**src/rtl/jtag_host_pkg.sv**
```systemverilog
// rtl/jtag_host_pkg.sv - shared JTAG host command/state types, TMS sequences and responder opcodes
package jtag_host_pkg;

    typedef enum logic [1:0] {
        OP_TAP_RESET   = 2'd0,
        OP_IR_SCAN     = 2'd1,
        OP_DR_SCAN     = 2'd2,
        OP_IDLE_CYCLES = 2'd3
    } cmd_op_e;

    typedef enum logic [3:0] {
        ST_INIT,
        ST_READY,
        ST_RESET_WALK,
        ST_SEL_DR,
        ST_SEL_IR,
        ST_CAPTURE,
        ST_SHIFT,
        ST_EXIT1,
        ST_UPDATE,
        ST_RTI,
        ST_IDLE_RUN,
        ST_DONE
    } jtag_state_e;

    // TMS sequences around the shift phase, bit0 is driven first
    localparam logic [5:0] TMS_RESET_WALK = 6'b01_1111;
    localparam logic [3:0] TMS_IR_PREFIX  = 4'b0011;
    localparam logic [2:0] TMS_DR_PREFIX  = 3'b001;
    localparam logic [1:0] TMS_SUFFIX     = 2'b01;

    localparam int RESET_WALK_ONES = 5;
    localparam int CAPTURE_TICKS   = 2;

    localparam logic [3:0] OPC_IDCODE      = 4'b0001;
    localparam logic [3:0] OPC_READREG     = 4'b0010;
    localparam logic [3:0] OPC_SETREGISTER = 4'b0011;
    localparam logic [3:0] OPC_WRITEREG    = 4'b0111;
    localparam logic [3:0] OPC_RESETHI     = 4'b1011;
    localparam logic [3:0] OPC_RESETLO     = 4'b1100;
    localparam logic [3:0] OPC_BYPASS      = 4'b1111;

    function automatic logic [5:0] clamp_len(input logic [5:0] len, input int max_len);
        if (int'(len) > max_len) begin
            return 6'(max_len);
        end
        return len;
    endfunction

endpackage

```
**src/rtl/jtag_tck_gen.sv**
```systemverilog
// rtl/jtag_tck_gen.sv - TCK divider: low then high for TCK_DIV clks each, with rise/fall strobes
module jtag_tck_gen
    import jtag_host_pkg::*;
#(
    parameter int TCK_DIV = 2
) (
    input  logic clk,
    input  logic rst_n,
    input  logic i_en,
    output logic o_tck,
    output logic o_tick_rise,
    output logic o_tick_fall
);

    localparam int CW = (TCK_DIV > 1) ? $clog2(2 * TCK_DIV) : 1;
    localparam logic [CW-1:0] RISE_AT = CW'(TCK_DIV - 1);
    localparam logic [CW-1:0] FALL_AT = CW'(2 * TCK_DIV - 1);

    logic [CW-1:0] r_cnt;
    logic          r_tck;

    always_ff @(posedge clk or negedge rst_n) begin
        if (!rst_n) begin
            r_cnt <= '0;
            r_tck <= 1'b0;
        end else if (!i_en) begin
            r_cnt <= '0;
            r_tck <= 1'b0;
        end else begin
            r_cnt <= (r_cnt == FALL_AT) ? '0 : r_cnt + 1'b1;
            if (r_cnt == RISE_AT) begin
                r_tck <= 1'b1;
            end else if (r_cnt == FALL_AT) begin
                r_tck <= 1'b0;
            end
        end
    end

    // Strobes mark the clk edge on which tck changes level
    assign o_tick_rise = i_en && (r_cnt == RISE_AT);
    assign o_tick_fall = i_en && (r_cnt == FALL_AT);
    assign o_tck       = r_tck;

endmodule

```
**src/rtl/jtag_scan_master.sv**
```systemverilog
// rtl/jtag_scan_master.sv - JTAG TAP host: TAP reset, IR/DR scans and idle ticks from a command port
module jtag_scan_master
    import jtag_host_pkg::*;
#(
    parameter int TCK_DIV = 2,
    parameter int MAX_LEN = 32
) (
    input  logic               clk,
    input  logic               notReset,
    input  logic               cmd_valid,
    output logic               cmd_ready,
    input  logic [1:0]         cmd_op,
    input  logic [5:0]         cmd_len,
    input  logic [MAX_LEN-1:0] cmd_data,
    output logic               rsp_valid,
    output logic [MAX_LEN-1:0] rsp_data,
    output logic               busy,
    output logic               tck,
    output logic               tms,
    output logic               tdi,
    input  logic               tdo
);

    jtag_state_e        r_state, w_state_nxt;
    cmd_op_e            r_op, w_op_nxt;
    logic [5:0]         r_len, w_len_nxt;
    logic [5:0]         r_tick, w_tick_nxt;
    logic [MAX_LEN-1:0] r_data, w_data_nxt;
    logic [MAX_LEN-1:0] r_cap, w_cap_nxt;
    logic [MAX_LEN-1:0] r_rsp;
    logic               r_init, w_init_nxt;
    logic               r_tms, w_tms_nxt;
    logic               r_tdi, w_tdi_nxt;

    logic               w_idle;
    logic               w_tick_en;
    logic               w_tick_rise;
    logic               w_tick_fall;
    logic [5:0]         w_len_clamped;
    logic [MAX_LEN-1:0] w_bit;
    logic [MAX_LEN-1:0] w_sh;

    assign w_idle        = (r_state == ST_READY) || (r_state == ST_DONE);
    assign w_tick_en     = !w_idle && (r_state != ST_INIT);
    assign w_len_clamped = clamp_len(cmd_len, MAX_LEN);
    assign w_bit         = MAX_LEN'(1) << r_tick;

    assign cmd_ready = w_idle;
    assign busy      = !w_idle;
    assign rsp_valid = (r_state == ST_DONE);
    assign rsp_data  = r_rsp;
    assign tms       = r_tms;
    assign tdi       = r_tdi;

    jtag_tck_gen #(
        .TCK_DIV (TCK_DIV)
    ) u_tck_gen (
        .clk         (clk),
        .rst_n       (notReset),
        .i_en        (w_tick_en),
        .o_tck       (tck),
        .o_tick_rise (w_tick_rise),
        .o_tick_fall (w_tick_fall)
    );

    always_comb begin
        w_state_nxt = r_state;
        w_op_nxt    = r_op;
        w_len_nxt   = r_len;
        w_tick_nxt  = r_tick;
        w_data_nxt  = r_data;
        w_cap_nxt   = r_cap;
        w_init_nxt  = r_init;

        if (w_tick_rise && (r_state == ST_SHIFT) && tdo) begin
            w_cap_nxt = r_cap | w_bit;
        end

        unique case (r_state)
            ST_INIT: begin
                w_state_nxt = ST_RESET_WALK;
            end
            ST_READY, ST_DONE: begin
                w_state_nxt = ST_READY;
                if (cmd_valid) begin
                    w_op_nxt   = cmd_op_e'(cmd_op);
                    w_len_nxt  = w_len_clamped;
                    w_data_nxt = cmd_data;
                    w_cap_nxt  = '0;
                    case (cmd_op_e'(cmd_op))
                        OP_TAP_RESET:   w_state_nxt = ST_RESET_WALK;
                        OP_IDLE_CYCLES: w_state_nxt = (w_len_clamped == 6'd0) ? ST_DONE : ST_IDLE_RUN;
                        default:        w_state_nxt = (w_len_clamped == 6'd0) ? ST_DONE : ST_SEL_DR;
                    endcase
                end
            end
            default: begin
                // Every tick-consuming state only advances on the falling edge of tck
                if (w_tick_fall) begin
                    w_tick_nxt = r_tick + 6'd1;
                    case (r_state)
                        ST_RESET_WALK: if (r_tick == 6'(RESET_WALK_ONES - 1)) w_state_nxt = ST_RTI;
                        ST_RTI: begin
                            w_state_nxt = r_init ? ST_READY : ST_DONE;
                            w_init_nxt  = 1'b0;
                        end
                        ST_SEL_DR:     w_state_nxt = (r_op == OP_IR_SCAN) ? ST_SEL_IR : ST_CAPTURE;
                        ST_SEL_IR:     w_state_nxt = ST_CAPTURE;
                        ST_CAPTURE:    if (r_tick == 6'(CAPTURE_TICKS - 1)) w_state_nxt = ST_SHIFT;
                        ST_SHIFT:      if (r_tick == r_len - 6'd1) w_state_nxt = ST_EXIT1;
                        ST_EXIT1:      w_state_nxt = ST_UPDATE;
                        ST_UPDATE:     w_state_nxt = ST_DONE;
                        ST_IDLE_RUN:   if (r_tick == r_len - 6'd1) w_state_nxt = ST_DONE;
                        default:       w_state_nxt = ST_READY;
                    endcase
                end
            end
        endcase

        if (w_state_nxt != r_state) begin
            w_tick_nxt = '0;
        end
    end

    // Pin values are computed for the upcoming tick and only move at tick boundaries
    always_comb begin
        w_sh      = w_data_nxt >> w_tick_nxt;
        w_tms_nxt = 1'b0;
        w_tdi_nxt = 1'b0;
        unique case (w_state_nxt)
            ST_INIT:       w_tms_nxt = 1'b1;
            ST_RESET_WALK: w_tms_nxt = TMS_RESET_WALK[0];
            ST_RTI:        w_tms_nxt = TMS_RESET_WALK[5];
            ST_SEL_DR:     w_tms_nxt = TMS_DR_PREFIX[0];
            ST_SEL_IR:     w_tms_nxt = TMS_IR_PREFIX[1];
            ST_CAPTURE:    w_tms_nxt = TMS_DR_PREFIX[1];
            ST_SHIFT: begin
                w_tms_nxt = (w_tick_nxt == w_len_nxt - 6'd1);
                w_tdi_nxt = w_sh[0];
            end
            ST_EXIT1:      w_tms_nxt = TMS_SUFFIX[0];
            ST_UPDATE:     w_tms_nxt = TMS_SUFFIX[1];
            default:       w_tms_nxt = 1'b0;
        endcase
    end

    always_ff @(posedge clk or negedge notReset) begin
        if (!notReset) begin
            r_state <= ST_INIT;
            r_op    <= OP_TAP_RESET;
            r_len   <= '0;
            r_tick  <= '0;
            r_data  <= '0;
            r_cap   <= '0;
            r_rsp   <= '0;
            r_init  <= 1'b1;
            r_tms   <= 1'b1;
            r_tdi   <= 1'b0;
        end else begin
            r_state <= w_state_nxt;
            r_op    <= w_op_nxt;
            r_len   <= w_len_nxt;
            r_tick  <= w_tick_nxt;
            r_data  <= w_data_nxt;
            r_cap   <= w_cap_nxt;
            r_init  <= w_init_nxt;
            r_tms   <= w_tms_nxt;
            r_tdi   <= w_tdi_nxt;
            if (w_state_nxt == ST_DONE) begin
                r_rsp <= w_cap_nxt;
            end
        end
    end

endmodule

```
**config.mk**
```make
export PLATFORM = sky130hd
export DESIGN_NAME = jtag_scan_master
export DESIGN_NICKNAME = d
export VERILOG_FILES = /design/src/rtl/jtag_host_pkg.sv /design/src/rtl/jtag_tck_gen.sv /design/src/rtl/jtag_scan_master.sv
export SDC_FILE = /design/constraint.sdc
export NUM_CORES = 1
export LEC_CHECK = 0
export BUFFER_PORTS_ARGS = -buffer_cell sky130_fd_sc_hd__buf_2
export CAP_MARGIN = 20
export CORE_ASPECT_RATIO = 0.8
export CORE_MARGIN = 4
export CORE_UTILIZATION = 50
export DETAILED_ROUTE_END_ITERATION = 10
export GPL_ROUTABILITY_DRIVEN = 0
export PLACE_DENSITY_LB_ADDON = 0.3
export SYNTH_ARGS = -nofsm -noshare
export SYNTH_HDL_FRONTEND = slang
export SYNTH_SLANG_ARGS = --single-unit
```
**constraint.sdc**
```tcl
create_clock -name clk -period 3.27 [get_ports clk]
set_input_delay 0 -clock clk [delete_from_list [all_inputs] [get_ports clk]]
set_output_delay 0 -clock clk [all_outputs]
set_load 0.02 [all_outputs]
```
==> flow_summary.rst <==
.. list-table::
   :header-rows: 1

   * - Metric
     - Value
   * - Placed cells
     - 797
   * - Count of TritonRoute iterations in the first routing pass
     - 5
   * - Startpoint type of the worst setup path
     - flop
   * - Max-slew headroom at the worst pin
     - 49.2%
   * - Number of global-route vias before repair
     - 4990
   * - Commonest cells after routing, fill and taps aside
     - sky130_fd_sc_hd__dfrtp_1 (118), sky130_fd_sc_hd__buf_2 (80), sky130_fd_sc_hd__nor2_1 (56), sky130_fd_sc_hd__mux2_2 (56), sky130_fd_sc_hd__nand2_1 (48)
   * - Input/output buffers
     - 81
   * - Largest area contributor in the netlist
     - sky130_fd_sc_hd__dfrtp_1
   * - Syn_nets
     - 632
   * - Post-DP HPWL
     - 11200 um
   * - CTS tree
     - built
   * - Proportion of synthesized flip-flops having asynchronous set or reset
     - 100%
   * - Register-to-register setup slack
     - 80 ps
   * - Area share of the largest cell type after synthesis
     - 48.4%
   * - Ratio of routed vias to standard cells
     - 5.80
   * - Length in cells of the worst reg-to-reg path
     - 11
   * - CP Launch Point
     - r_state[0]
   * - Final layout net count
     - 765
   * - Critical path fanouts, max
     - 15
   * - Actual slew at the worst max-slew pin
     - 762 ps
   * - Detailed-route DRC error count
     - 0
   * - Post-route minimum period
     - 3190 ps
   * - Total congestion overflow
     - 0
   * - Die ar.
     - 14100 um2
   * - Detail Route Antenna Nets
     - 0
   * - Total core area
     - 11700 um2
   * - Depth of the CTS H-tree
     - 4
   * - Setup-failing EPs final
     - 0
   * - Final hold viol count
     - 0
   * - Power density of the placed cells
     - 821 nW/um2
   * - Clock network latency to the later pin of the worst-skew pair
     - 420 ps
   * - Number of flops mapped to enable cells by yosys
     - 0
   * - Data arrival time of the critical path
     - 3480 ps
   * - Number of distinct library cells after synthesis
     - 74
   * - Floorplan die width
     - 132 um
   * - Overall power
     - 6360 uW
   * - Result of the run
     - completed
   * - Count of max-cap constraint violations
     - 0
   * - Share of the core filled with cells
     - 66.0%
   * - Max-slew violation count
     - 0
   * - Max Clock Freq
     - 314 MHz
   * - Lkg Pwr
     - 0.00396 uW
   * - Root buffer cell
     - sky130_fd_sc_hd__clkbuf_16
   * - Crit share post-route
     - 97.4%
   * - Cells after Synth
     - 576
   * - YS warnings
     - 0
   * - Y dimension of the die
     - 107 um
   * - Largest net degree at the start of global routing
     - 73
   * - Maximum resistive drop on vdd
     - 0.462 mV
   * - Total vias in the final route
     - 5048
   * - Endpoint of the worst setup timing path
     - tdi
   * - Combined area of all synthesized cells
     - 6110 um2
   * - Placed cell area
     - 6740 um2
   * - Gr usage total
     - 23.5%
   * - Initial antenna violation count
     - 0
   * - Number of I/O pins
     - 82
   * - Most common flop cell mapped by yosys
     - sky130_fd_sc_hd__dfrtp_1
   * - Seq cells post-synth
     - 120
   * - Number of buffers created by CTS
     - 17
   * - Number of standard cells in the layout, taps in and fillers out
     - 871
   * - Share of layout cells above drive strength 1
     - 31.0%
   * - Wire length of the first global-routing pass
     - 26100 um
   * - Area contributors post-synth
     - sky130_fd_sc_hd__dfrtp_1 (48%), sky130_fd_sc_hd__mux2_2 (10%), sky130_fd_sc_hd__nor2_1 (3.5%)
   * - Initial drt markers
     - 462
   * - Share of synthesized area occupied by flip-flops and latches
     - 49.2%
   * - Final std cell area, no fill
     - 7740 um2
   * - Synthesized area per cell
     - 10.6 um2
   * - Most frequent standard cell in the layout excluding fill and tap cells
     - sky130_fd_sc_hd__dfrtp_1
   * - Class of the worst hold path
     - primary input to async pin
   * - Crit Reg-Reg Startpoint
     - r_state[0]
   * - Effective utilization at floorplan
     - 52.0%
   * - Number of placement rows
     - 35
   * - Post-Route WL
     - 16400 um
   * - Maximum buffer depth of the clock tree
     - 2
   * - Crit path required time
     - 3560 ps
   * - R2r endpoint
     - tdi
   * - Area delta synth->final
     - 26.8%
   * - CP Class
     - flop to flop
   * - Category of the worst setup path capture point
     - flop
   * - Clk sinks
     - 120
   * - Routed wirelength normalized by instance count
     - 18.9 um
   * - Final-layout setup total negative slack
     - 0 ps
   * - Clock Skews
     - 10.8 ps
   * - Clk pin slew, worst setup/hold paths
     - 60 ps
[repair_timing]
item                       in CTS  in global routing
gates resized for setup         0                  4
hold endpoints to repair       82                  0
setup endpoints to repair       0                  2
setup buffers                   0                  5
hold buffers                   36                  0
[per-layer routing]
metal	vias up	GRT usage (%)	share of wire [%]
met1	2474	32.5	44
met2	221	36.4	47
met5	-	0	0
li1	2325	-	-
met3	28	5.49	7.3
met4	0	8.47	1.6
[area by class of cell]
| type | count | area (um2) |
|---|---|---|
| Clock inverter | 14 | 153 |
| Tap cell | 148 | 185 |
| Sequential cell | 120 | 3010 |
| Timing Repair Buffer | 148 | 1030 |
| Clock buffer | 18 | 439 |
| Multi-Input combinational cell | 396 | 2830 |
| Inverter | 26 | 97.6 |
| Fill cell | 888 | 4000 |
| Antenna cell | 1 | 2.50 |
[synthesized netlist by cell type (all sizes together) (12+ instances only)]
cell / n
nand3: 14
mux2i: 12
dfrtp: 118
nor3: 13
mux2: 56
ha: 12
nand2: 48
a31oi: 32
inv: 26
a21oi: 25
clkbuf: 24
nor2: 57
[flip-flops by register name, summed over array words and instances, names as in the netlist, 2 cells and up]
| signal | cells |
|---|---|
| r_cap | 32 |
| r_data | 32 |
| rsp_data | 32 |
| r_len | 6 |
| r_tick | 6 |
| r_state | 4 |
| r_op | 2 |
| u_tck_gen.r_cnt | 2 |
[worst min path at each step]
| stage | startpoint | slack, ps | depth (start not counted) | end |
|---|---|---|---|---|
| 2_1_floorplan | notReset | -300 | 0 | r_cap[0] |
| 3_3_place_gp | notReset | 60 | 1 | r_len[4] |
| 5_1_grt | tdo | 150 | 4 | r_cap[4] |
| 6_report | notReset | 150 | 2 | r_op[0] |
| 4_1_cts | tdo | 130 | 4 | r_cap[1] |
| 3_5_place_dp | notReset | 60 | 1 | r_op[0] |
[metrics by stage]
stage	setup slack (ps)	hold slack, ps
after global routing	-61.7	147
final	83.8	145
after CTS	107	129
after floorplan	238	-296
after detailed placement	128	61.4
after global placement	275	55.1
[power breakdown]
part | leakage (uW) | switching, uW | internal [uW]
combinational | 0.00207 | 1410 | 1050
clock | 0.000290 | 766 | 1100
sequential | 0.00160 | 220 | 1810
[cells by family (layout without fill, tap and decap cells)]
group | count (synthesis) | in the layout | share of synthesized area [%]
DFF | 120 | 120 | 49.2
muxes | 70 | 70 | 13.0
xor gates and xnor gates | 17 | 17 | 2.87
AOI/OAI and AO/OA | 112 | 112 | 12.5
buffers and inverters | 60 | 206 | 4.75
and+or+nand+nor | 185 | 185 | 15.1
adders and majority gates | 12 | 12 | 2.46
other | 0 | 1 | 0
[critical path, cell delays in order (launching register included)]
cell and delay [ps]:
sky130_fd_sc_hd__dfrtp_1 640, sky130_fd_sc_hd__nand3_1 250, sky130_fd_sc_hd__a21oi_2 390, sky130_fd_sc_hd__nor3_1 130, sky130_fd_sc_hd__nor2_1 370, sky130_fd_sc_hd__buf_4 210
sky130_fd_sc_hd__buf_4 160, sky130_fd_sc_hd__mux2i_1 260, sky130_fd_sc_hd__o211ai_1 110, sky130_fd_sc_hd__a32oi_1 210, sky130_fd_sc_hd__o21ai_0 110, sky130_fd_sc_hd__and4_1 230
Note: power is estimated with default switching activity, not from simulation.
